## src/rtl/ddr_rw_arbiter.sv

```systemverilog
// Arbitrates DDR burst commands between the camera write path and the LCD read path.
// Each side walks a frame in BURST_LEN steps within its own bank, with fair alternation on ties.
module ddr_rw_arbiter #(
  parameter int BURST_LEN     = 256,
  parameter int FRAME_WORDS   = 76800,
  parameter int RD_FIFO_DEPTH = 1024
) (
  input  logic        clk,
  input  logic        rst_n,
  input  logic        ddr_init_done,
  input  logic [10:0] wr_fifo_usedw,
  input  logic [10:0] rd_fifo_usedw,
  input  logic [1:0]  wr_bank,
  input  logic [1:0]  rd_bank,
  input  logic        wr_load,
  input  logic        rd_load,
  input  logic        cmd_ack,
  input  logic        burst_done,
  output logic        cmd_req,
  output logic        cmd_wr,
  output logic [23:0] cmd_addr,
  output logic        frame_write_done,
  output logic        frame_read_done
);

  typedef enum logic [1:0] {IDLE, ARB, REQ, BURST} state_t;

  state_t      state, state_next;
  logic        last_wr;
  logic [21:0] wr_off, rd_off;
  logic [1:0]  wr_bank_q, rd_bank_q;
  logic        wr_pend, rd_pend;

  logic        wr_elig, rd_elig, grant, grant_wr;
  logic        wr_busy, rd_busy, wr_end, rd_end, wr_apply, rd_apply;
  logic [21:0] wr_off_next, rd_off_next;

  assign wr_elig  = (int'(wr_fifo_usedw) >= BURST_LEN) && !frame_write_done;
  assign rd_elig  = ((RD_FIFO_DEPTH - int'(rd_fifo_usedw)) >= BURST_LEN) && !frame_read_done;
  // On a tie the side not granted last wins; last_wr resets to read so write wins first.
  assign grant_wr = wr_elig && (!rd_elig || !last_wr);
  assign grant    = (state == ARB) && ddr_init_done && (wr_elig || rd_elig);

  assign wr_busy  = ((state == REQ) || (state == BURST)) && cmd_wr;
  assign rd_busy  = ((state == REQ) || (state == BURST)) && !cmd_wr;
  assign wr_end   = (state == BURST) && burst_done && cmd_wr;
  assign rd_end   = (state == BURST) && burst_done && !cmd_wr;
  // A load aimed at the side in flight waits for its burst_done and then beats the increment.
  assign wr_apply = (wr_load && !wr_busy) || (wr_end && (wr_pend || wr_load));
  assign rd_apply = (rd_load && !rd_busy) || (rd_end && (rd_pend || rd_load));

  assign wr_off_next = wr_off + 22'(BURST_LEN);
  assign rd_off_next = rd_off + 22'(BURST_LEN);

  always_ff @(posedge clk or negedge rst_n) begin
    if (!rst_n) state <= IDLE;
    else        state <= state_next;
  end

  always_comb begin
    state_next = state;
    case (state)
      IDLE:    if (ddr_init_done) state_next = ARB;
      ARB:     if (!ddr_init_done) state_next = IDLE;
               else if (grant)     state_next = REQ;
      REQ:     if (cmd_ack)        state_next = BURST;
      BURST:   if (burst_done)     state_next = ARB;
      default: state_next = IDLE;
    endcase
  end

  always_comb begin
    cmd_req = (state == REQ);
  end

  always_ff @(posedge clk or negedge rst_n) begin
    if (!rst_n) begin
      cmd_wr   <= 1'b0;
      cmd_addr <= 24'd0;
      last_wr  <= 1'b0;
    end else if (grant) begin
      cmd_wr   <= grant_wr;
      cmd_addr <= grant_wr ? {wr_bank_q, wr_off} : {rd_bank_q, rd_off};
      last_wr  <= grant_wr;
    end
  end

  always_ff @(posedge clk or negedge rst_n) begin
    if (!rst_n) begin
      wr_off           <= 22'd0;
      frame_write_done <= 1'b0;
      wr_bank_q        <= 2'b00;
      wr_pend          <= 1'b0;
    end else if (wr_apply) begin
      wr_off           <= 22'd0;
      frame_write_done <= 1'b0;
      wr_bank_q        <= wr_bank;
      wr_pend          <= 1'b0;
    end else begin
      if (wr_load) wr_pend <= 1'b1;
      if (wr_end) begin
        if (wr_off_next == 22'(FRAME_WORDS)) begin
          wr_off           <= 22'd0;
          frame_write_done <= 1'b1;
        end else begin
          wr_off <= wr_off_next;
        end
      end
    end
  end

  always_ff @(posedge clk or negedge rst_n) begin
    if (!rst_n) begin
      rd_off          <= 22'd0;
      frame_read_done <= 1'b0;
      rd_bank_q       <= 2'b11;
      rd_pend         <= 1'b0;
    end else if (rd_apply) begin
      rd_off          <= 22'd0;
      frame_read_done <= 1'b0;
      rd_bank_q       <= rd_bank;
      rd_pend         <= 1'b0;
    end else begin
      if (rd_load) rd_pend <= 1'b1;
      if (rd_end) begin
        if (rd_off_next == 22'(FRAME_WORDS)) begin
          rd_off          <= 22'd0;
          frame_read_done <= 1'b1;
        end else begin
          rd_off <= rd_off_next;
        end
      end
    end
  end

endmodule

```

## config.mk

```make
export PLATFORM = sky130hd
export DESIGN_NAME = ddr_rw_arbiter
export DESIGN_NICKNAME = d
export VERILOG_FILES = /design/src/rtl/ddr_rw_arbiter.sv
export SDC_FILE = /design/constraint.sdc
export NUM_CORES = 1
export LEC_CHECK = 0
export ABC_AREA = 1
export BUFFER_PORTS_ARGS = -buffer_cell sky130_fd_sc_hd__buf_2
export CORE_ASPECT_RATIO = 0.9
export CORE_MARGIN = 5
export CORE_UTILIZATION = 39
export DETAILED_ROUTE_END_ITERATION = 10
export GPL_TIMING_DRIVEN = 0
export SETUP_SLACK_MARGIN = 0.2
export SYNTH_ARGS = -nofsm -noshare
export SYNTH_HDL_FRONTEND = slang
export SYNTH_SLANG_ARGS = --single-unit
```

## constraint.sdc

```tcl
create_clock -name clk -period 1.5 [get_ports clk]
set_input_delay 0.3 -clock clk [delete_from_list [all_inputs] [get_ports clk]]
set_output_delay 0.3 -clock clk [all_outputs]
set_load 0.05 [all_outputs]
```

* Word level (Yosys, flattened, before mapping)
Cells that the tools add are included.
** Storage, ports and cells
- Bits in registers :: 79
- Bits of input ports :: 33
- Output and inout port bits :: 28
- Logic and storage cells :: 85
** Operators by class
- Add/sub/neg operators :: 3
- $lt $le $gt $ge :: 2
- Eq/ne operators :: 9
- Mux-type cells :: 23
- Reduce and logical (&&, ||, !) cells :: 37
** Operator list (count)
- 22-bit 2-to-1 mux :: 6
- 22-bit by 9-bit adder with 22-bit output (second input constant) :: 2
- 22-bit by 17-bit equality test with 1-bit output (second input constant) :: 2
- 24-bit 2-to-1 mux :: 1
- 1-bit logical AND :: 14
- 12-bit by 10-bit greater-or-equal comparator with 1-bit output (second input constant) :: 1
- 2-bit nonzero test :: 6
- 11-bit by 11-bit subtractor with 12-bit output (first input constant) :: 1
- 11-bit by 9-bit greater-or-equal comparator with 1-bit output (second input constant) :: 1
- 1-bit 2-to-1 mux :: 10
- 2-bit 2-to-1 mux :: 5
- 2-bit case mux with 4 select lines :: 1
- 1-bit logical OR :: 7
- 1-bit zero test :: 6
- 2-bit != test (second input constant) :: 3
- 2-bit equality test (second input constant) :: 2
- 2-bit AND reduction :: 2
- 4-bit AND reduction :: 1
- 3-bit != test (second input constant) :: 1
- 2-bit by 1-bit equality test with 1-bit output (second input constant) :: 1
- 2-bit zero test :: 1

* Depth between registers and ports, before layout
Gate-level depths: netlist of run 1.
- Depth in word-level cells :: 8
- Mapped depth :: 12
- Mapped depth without buffers :: 12

* Least setup slack after synthesis of run 1
OpenSTA, ideal clock, no wires.
- Path type :: register to register
- Start point :: register state[0]
- End point :: register rd_off[11]
- Setup time :: 0.116 ns
- Arrival time :: 1.777 ns
- Data required time :: 1.384 ns
- Slack :: -0.393 ns
- Cell stages (with the launch flop) :: 11
- Path buffers :: 1
- Period minus slack after synthesis :: 1.893 ns
- Path through :: dfrtp_1 -> inv_1 -> ha_1 -> nor2_1 -> o21ai_0 -> nand2_1 -> nand2_1 -> buf_2 -> nor2_1 -> nand2_1 -> nand2_1
** Between the ends
- Longest elaborated chain between the ends :: 7
- Elaborated cells on any way between the ends :: 12
- Classes of those cells :: eq/ne: 2; mux: 1; reduce/logical: 9
** Ends and longest elaborated chain
- from (decl) :: RTL line 28 : state_t state, state_next;
- from (signal assigned) :: RTL line 57 : else state <= state_next;
- 2-bit equality test *
- via cmd_req :: RTL line 19 : output logic cmd_req,
- 1-bit logical OR * :: RTL line 45 : assign rd_busy = ((state == REQ) || (state == BURST)) && !cmd_wr;
- 1-bit logical AND * :: RTL line 45
- 1-bit zero test * :: RTL line 50 : assign rd_apply = (rd_load && !rd_busy) || (rd_end && (rd_pend || rd_load));
- 1-bit logical AND * :: RTL line 50
- 1-bit logical OR * :: RTL line 50
- 22-bit 2-to-1 mux / 2-bit nonzero test (equally long branches)
- to (signal assigned) :: RTL line 130 : rd_off <= rd_off_next;
- to (decl) :: RTL line 30 : logic [21:0] wr_off, rd_off;
Mark *: on every way through the listed nets, which the timed path passes. The rest lies on a longest branch.
A chain may end at the register's enable or synchronous reset.

* Final worst setup path of run 1
- Start point :: register wr_off[17]
- End point :: register wr_off[10]
** Between the ends
- Longest elaborated chain between the ends :: 5
** Ends and longest elaborated chain
- from (decl) :: RTL line 30
- from (signal assigned) :: RTL line 106 : wr_off <= wr_off_next;
- 22-bit by 9-bit adder with 22-bit output :: RTL line 52 : assign wr_off_next = wr_off + 22'(BURST_LEN);
- 22-bit by 17-bit equality test with 1-bit output :: RTL line 102 : if (wr_off_next == 22'(FRAME_WORDS)) begin
- 22-bit 2-to-1 mux :: RTL line 102
- 22-bit 2-to-1 mux :: RTL line 101 : if (wr_end) begin
- 22-bit 2-to-1 mux :: RTL line 94 : end else if (wr_apply) begin
No other way between the ends. The select of a mux whose other input is x is not followed.

==> impl_summary.log, run 1 <==
INFO  metric fp-row-count = 32
INFO  metric synth_top_family_by_area = simple AND/OR/NAND/NOR gates
INFO  metric finalCritPeriodShare = 115%
INFO  metric cts.root.buffer_cell = clkbuf_8
INFO  metric vias_per_cell = a little under 5
INFO  metric setup_slack = -0.223 ns
INFO  metric placer_s_final_routability_congestion_estimate = a little under 0.9
INFO  metric setup-violations-final = 39
INFO  metric grt.met1_usage = 23.9%
INFO  metric yosys_register_bits = between 50 and 60
INFO  metric port-buffer-count = 44
INFO  metric path_buf_inv = 0
INFO  metric max-cap-violations = 0
INFO  metric worst_path_max_delay_cell = dfrtp_1
INFO  metric start_util = 39.9%
INFO  metric antenna_cells = 0
INFO  metric yosys_cell_types = 29
INFO  metric share_of_synthesized_cell_area_in_full_adder_half_adder_and_majority_cells = 3.30%
INFO  metric max-vdd-ir-drop = approximately 0.65 mV
INFO  metric synthSimpleGateAreaFrac = between 30% and 40%
INFO  metric tritoncts_num_sinks = 55
INFO  metric fin_nets = between 600 and 700
INFO  metric dieWidth = between 100 and 150 um
INFO  metric post-route-util = between 60% and 70%
INFO  metric syn-cell-area = 3410 sq um
INFO  metric synth.yosys.seq_area_share = 40.4%
INFO  metric power.leakage = around 2.5 nW
INFO  metric fmax = just under 600 MHz
INFO  metric detailedRoute.firstIterationViolations = 123
INFO  metric io_pins = 61
INFO  metric syn2layout_area_growth = 52.3%
INFO  metric grtUsageMet2 = 32.4%
INFO  metric worst-slew-pin-transition = between 0.7 and 0.8 ns
INFO  metric rsz0062_at_grt = yes
INFO  metric hold_class = in -> async
INFO  metric use_met3 = around 2.6%
INFO  metric average_instance_area_after_synthesis = roughly 7.2 sq um
INFO  metric layout-drive-gt1-share = a little under half
INFO  metric pin_count_of_the_biggest_net_entering_global_routing = 56
INFO  metric failed_checks = setup timing
INFO  metric grt_residual_overflow = 0
INFO  metric numPlacedInstances = approximately 640
INFO  metric route.antenna.remaining_nets = 0
INFO  metric cts_tree = done
INFO  metric power.switching = 2.99 mW
INFO  metric die_y = 98.8 um
INFO  metric clock-skew-final = 0.0109 ns
INFO  metric worst_setup_hold_path_clk_slew = between 0.1 and 0.15 ns
INFO  metric crit_required = approximately 1.7 ns
INFO  metric timing.critical_path.slowest_cell_delay = roughly 0.44 ns
INFO  metric coreArea = between 8000 and 9000 sq um
INFO  metric pwr-share-comb = a little over half
INFO  metric power = 6.59 mW
INFO  metric drt_pre_antenna_iters = 4
INFO  metric tritoncts.num_buffers = 5
INFO  metric cp-start-kind = register
INFO  metric postRouteWirelength = just under 10000 um
INFO  metric worst-endpoint-arrival = 1.94 ns
INFO  metric dp_hpwl = around 6500 um
INFO  metric sequential_cell_fraction_of_total_power = 31.7%
INFO  metric groute.usage.overall = 18.5%
INFO  metric cts_max_path_buffers = 2
INFO  metric gate_count_post_synth = 474
INFO  metric wl_per_cell = ~14 um
INFO  metric period_minus_slack = roughly 1.7 ns
INFO  metric timing.critical_path.mode_cell = nand3_2
INFO  metric run_status = finished, violations left
INFO  metric post-route-drc-count = 0
INFO  metric worst_path_cell_trace = nand2_1, nor2_1, nand3_2, nand2_2, nand3_2, nor2_4, nand2_4, nand3_2, nand2_1
INFO  metric setup.worst_path.end_class = register
INFO  metric path_class = reg -> reg
INFO  metric instances_no_fill = about 700
INFO  metric max-slew-margin-rel = approximately 52%
INFO  metric report.final.hold_viol_count = 0
INFO  metric antenna_found_initial = 0
INFO  metric first_global_vias = 3409
INFO  metric p_int = between 3 and 4 mW
INFO  metric grt_pass1_wl = between 15000 and 20000 um
INFO  metric worst-path-max-fanout = 7
INFO  metric final_max_slew_viol_count = 0
INFO  metric yosys.area_share.xor_xnor = 1.80%
INFO  metric fill_cell_count = about 760
INFO  metric synth_compound_area_share = under 10%
INFO  metric critical-path-top-delay-family = simple AND/OR/NAND/NOR gates
INFO  metric clk_latency = roughly 0.33 ns
INFO  metric grt-busiest-layer = met2
INFO  metric die-area = approximately 11000 sq um
INFO  metric fraction_of_synthesized_area_in_multiplexers = 0%
INFO  metric vias = between 3000 and 4000
INFO  metric cts_max_level = 2
INFO  metric clockPowerShare = 13.9%
INFO  metric powerDensity = 1270 nW/um^2
INFO  metric yosysWarnings = 0
INFO  metric switching_share = a little under half
==> cells by family after synthesis <==
| logic type | count (synthesis) |
|---|---|
| and+or+nand+nor | 283 |
| adders and majority gates | 9 |
| DFF | 55 |
| buffers and inverters | 82 |
| other | 1 |
| AOI/OAI and AO/OA | 37 |
| xor gates and xnor gates | 7 |
==> registers in the layout, summed over array words and instances, names as in the netlist, 2 cells and up <==
name       cells
wr_off        14
state          2
rd_off        14
cmd_addr      16
rd_bank_q      2
wr_bank_q      2
==> worst paths after layout <==
path	from	endpoint	slack, ns	cells after the start
worst max register to register	wr_off[17]	wr_off[10]	-0.22	9
worst max-delay path	wr_off[17]	wr_off[10]	-0.22	9
worst min register to register	cmd_addr[18]	cmd_addr[18]	0.49	2
min in group clk	rd_bank[0]	rd_bank_q[0]	0.19	3
worst min-delay path	rst_n	wr_pend	0.009	1
max in group asynchronous	rst_n	frame_write_done	0.96	1
==> layout by cell type, fill, tap and decap left out, types with 3 or more instances in the layout <==
master / synthesis / layout
nand4_1: 11 / 11
nand3_1: 58 / 25
nand3_2: 4 / 33
nor2_2: 5 / 9
nand2_1: 149 / 114
xor2_2: 0 / 3
nand2_4: 3 / 13
o22ai_2: 0 / 8
xor2_1: 6 / 3
dfrtp_2: 0 / 10
buf_2: 2 / 28
inv_2: 6 / 8
nand3_4: 0 / 4
clkbuf_4: 0 / 5
ha_1: 9 / 3
ha_4: 0 / 6
clkbuf_8: 0 / 5
o21ai_2: 1 / 8
buf_8: 0 / 8
buf_6: 0 / 18
conb_1: 1 / 8
nand2_2: 8 / 33
inv_1: 58 / 52
nor2_4: 7 / 13
buf_4: 9 / 41
nor2_1: 33 / 23
dfrtp_1: 53 / 43
o21ai_1: 4 / 11
==> power by group through the flow <==
stage	Sequential (mW)	Clock (mW)	Combinational, mW
final	2.09	0.913	3.59
after global routing	2.13	0.990	3.82
after CTS	2.07	0.929	3.13
after detailed placement	2.06	0	2.28
after global placement	2.05	0	2.26
after floorplan	2.74	0	1.04
==> layer usage <==
layer  vias to the layer above  wire (um)
met5                         -          0
li1                       1701          -
met1                      1614       4120
met2                        56       5340
met4                         0        121
met3                        14        285
==> cells in the mapped netlist <==
| master | number | share of area [%] |
|---|---|---|
| a21oi_1 | 4 | 0.59 |
| buf_2 | 2 | 0.29 |
| buf_4 | 9 | 2.0 |
| clkbuf_1 | 5 | 0.55 |
| clkinv_1 | 2 | 0.22 |
| conb_1 | 1 | 0.11 |
| dfrtp_1 | 53 | 39 |
| dfstp_2 | 2 | 1.5 |
| ha_1 | 9 | 3.3 |
| inv_1 | 58 | 6.4 |
| inv_2 | 6 | 0.66 |
| nand2_1 | 149 | 16 |
| nand2_2 | 8 | 1.5 |
| nand2_4 | 3 | 0.99 |
| nand3_1 | 58 | 8.5 |
| nand3_2 | 4 | 1.2 |
| nand3b_1 | 1 | 0.22 |
| nand4_1 | 11 | 2.0 |
| nand4_2 | 1 | 0.37 |
| nor2_1 | 33 | 3.6 |
| nor2_2 | 5 | 0.92 |
| nor2_4 | 7 | 2.3 |
| nor3_1 | 3 | 0.44 |
| o21ai_0 | 17 | 2.5 |
| o21ai_1 | 4 | 0.59 |
| o21ai_2 | 1 | 0.26 |
| o22ai_1 | 11 | 2.0 |
| xnor2_1 | 1 | 0.26 |
| xor2_1 | 6 | 1.5 |
==> area by class of cell <==
cell class	count	area, sq um	share of cell area [%]
clock buffer	5	68.8	1.32
inverter	66	267	5.12
buffer	16	163	3.13
multi-input combinational	345	2380	45.7
sequential	55	1390	26.7
tap	119	149	2.86
clock inverter	3	28.8	0.553
timing repair buffer	90	756	14.5
==> stage by stage <==
stage	setup TNS [ns]	hold WS [ns]	setup slack, ns	cell area, sq um
6_report	-3.81	0.00894	-0.223	5200
5_1_grt	-6.74	0.0758	-0.318	5200
4_1_cts	-1.90	0.186	-0.166	4840
3_5_place_dp	-7.33	0.463	-0.378	3990
3_3_place_gp	-6.22	0.462	-0.326	3990
2_1_floorplan	-0.782	0.00441	-0.0907	3620
==> what timing repair did <==
item	in CTS	in global routing
setup endpoints to repair	57	67
hold buffers	0	0
resized for setup	110	83
buffers inserted	30	12
cloned	5	0
pin swaps	45	40
Power figures use the tool's default switching activity.
==> run 2: changes to the inputs <==
==> constraint.sdc (replaced) <==
create_clock -name clk -period 1.5 [get_ports clk]
set_input_delay 0.3 -clock clk [delete_from_list [all_inputs] [get_ports clk]]
set_output_delay 0.3 -clock clk [all_outputs]
set_load 0.005 [all_outputs]
==> impl_summary.log, run 2 (synthesis gave the netlist of run 1 again) <==
INFO  metric failed_checks = setup timing
INFO  metric worst_path_max_delay_cell = dfrtp_2
INFO  metric report.final.hold_viol_count = 0
INFO  metric post-route-drc-count = 0
INFO  metric dp_hpwl = between 6000 and 7000 um
INFO  metric worst_path_cell_trace = buf_4, nand3_4, inv_2, nand2_4, nor2_2, nand2_1, nand2_1, inv_2, nand2_2, nor2_4, nand2_4, nand2_1, nand2_1
INFO  metric rsz0062_at_grt = yes
INFO  metric setup-violations-final = 37
INFO  metric drt_pre_antenna_iters = 5
INFO  metric cp-start-kind = register
INFO  metric powerDensity = about 1100 nW/um^2
INFO  metric placer_s_final_routability_congestion_estimate = 0.857
INFO  metric postRouteWirelength = roughly 10000 um
INFO  metric tritoncts_num_sinks = 55
INFO  metric layout-drive-gt1-share = 46.6%
INFO  metric grt_pass1_wl = 16000 um
INFO  metric grt_residual_overflow = 0
INFO  metric max-cap-violations = 0
INFO  metric wl_per_cell = ~14 um
INFO  metric max-slew-margin-rel = roughly half
INFO  metric tritoncts.num_buffers = 5
INFO  metric detailedRoute.firstIterationViolations = between 150 and 200
INFO  metric path_buf_inv = 3
INFO  metric most_common_library_cell_in_the_layout_ignoring_fill_and_taps = nand2_1
INFO  metric worst-path-max-fanout = 6
INFO  metric antenna_cells = 0
INFO  metric run_status = finished, violations left
INFO  metric coreArea = 8570 sq um
INFO  metric fin_nets = approximately 620
INFO  metric cts_max_path_buffers = 2
INFO  metric instances_no_fill = between 600 and 700
INFO  metric vias_per_cell = 4.89
INFO  metric totalNegativeSetupSlack = -3.14 ns
INFO  metric final_cell_mix = 120 x nand2_1, 52 x inv_1, 42 x dfrtp_1, 42 x buf_2, 30 x nand3_2
INFO  metric vias = ~3400
INFO  metric cts_max_level = 2
INFO  metric setup.worst_path.end_class = register
INFO  metric critical-path-top-delay-family = simple AND/OR/NAND/NOR gates
INFO  metric hold_class = in -> async
INFO  metric die_y = roughly 99 um
INFO  metric power.leakage = ~2.5 nW
INFO  metric groute.usage.overall = a little under a fifth
INFO  metric die-area = about 11000 sq um
INFO  metric antenna_found_initial = 0
INFO  metric largest-register = cmd_addr
INFO  metric cts_tree = done
INFO  metric worst-slew-pin-transition = 0.738 ns
INFO  metric clk_latency = approximately 0.30 ns
INFO  metric period_minus_slack = ~1.7 ns
INFO  metric largest_reg_flops = 16
INFO  metric numPlacedInstances = 644
INFO  metric start_util = around two fifths
INFO  metric pin_count_of_the_biggest_net_entering_global_routing = 56
INFO  metric fmax = 589 MHz
INFO  metric port-buffer-count = 44
INFO  metric setup_slack = -0.198 ns
INFO  metric worst_setup_hold_path_clk_slew = ~0.10 ns
INFO  metric cts.root.buffer_cell = clkbuf_8
INFO  metric max-vdd-ir-drop = 0.746 mV
INFO  metric timing.critical_path.slowest_cell_delay = 0.44 ns
INFO  metric final_max_slew_viol_count = 0
INFO  metric syn2layout_area_growth = 51.2%
INFO  metric io_pins = 61
INFO  metric rr_startpoint = rd_off[8]
INFO  metric path_class = reg -> reg
INFO  metric clock-skew-final = roughly 0.0035 ns
INFO  metric cp-startpoint = rd_off[8]
INFO  metric largestRegisters = cmd_addr: 16 flops, rd_off: 14 flops, wr_off: 14 flops
INFO  metric worst-endpoint-arrival = around 1.9 ns
INFO  metric dieWidth = roughly 110 um
INFO  metric route.antenna.remaining_nets = 0
INFO  metric timing.critical_path.mode_cell = nand2_1
INFO  metric crit_required = between 1.5 and 2 ns
INFO  metric fp-row-count = 32
INFO  metric cts.hold.buffers_added = 0
INFO  metric finalCritPeriodShare = 113%
INFO  metric first_global_vias = approximately 3300
## run 2: cell count changes in the layout (fill, tap and decap cells not counted), sizes merged
cell | previous run | this run
buf | 98 | 102
clkinv | 4 | 2
inv | 65 | 64
nand2 | 161 | 160
## run 2: path summary, 6_finish.rpt
path	cells after the start	slack, ns	endpoint
min reg2reg	2	0.48	rd_bank_q[1]
max	13	-0.20	rd_off[10]
min in group clk	3	0.20	wr_bank_q[0]
max in group asynchronous	1	0.91	rd_off[10]
min	1	0.03	rd_off[12]
max reg2reg	13	-0.20	rd_off[10]
## run 2: area by class of cell
type,instances,area (sq um)
Buffer,16,173
Tap cell,119,149
Fill cell,761,3410
Clock buffer,8,100
Multi-Input combinational cell,344,2340
Sequential cell,55,1390
Inverter,66,256
Timing Repair Buffer,91,747
## run 2: power breakdown
group | leakage (nW) | switching (mW) | total (mW) | internal [mW]
sequential | 0.719 | 0.282 | 2.09 | 1.81
clock | 0.0515 | 0.488 | 0.911 | 0.423
combinational | 1.72 | 1.37 | 2.71 | 1.33
total | 2.49 | 2.14 | 5.71 | 3.57
## run 2: repair_timing
item | CTS | global route
pin swaps | 61 | 33
buffers inserted | 32 | 11
gates cloned | 4 | 0
endpoints found under the setup margin | 56 | 56
gates resized for setup | 120 | 56
## run 2: per-layer routing
| metal | part of all wire (%) | global-route usage (%) | vias up |
|---|---|---|---|
| met5 | 0 | 0 | - |
| met3 | 6.5 | 3.27 | 8 |
| met2 | 47 | 29.6 | 111 |
| met4 | 0.72 | 3.98 | 0 |
| li1 | - | - | 1700 |
| met1 | 46 | 26.5 | 1600 |
## run 2: stage by stage
step                      setup WS [ns]  utilization (%)  power (mW)  hold WS [ns]  area [sq um]
final                            -0.198             60.3        5.71        0.0314          5160
after floorplan                 -0.0907                -        2.92       0.00441          3560
after detailed placement         -0.338             45.8        3.49         0.460          3930
after global routing             -0.297             60.3        6.07         0.108          5160
after CTS                        -0.164             56.8        5.39         0.189          4870
after global placement           -0.308             45.8        3.46         0.459          3930
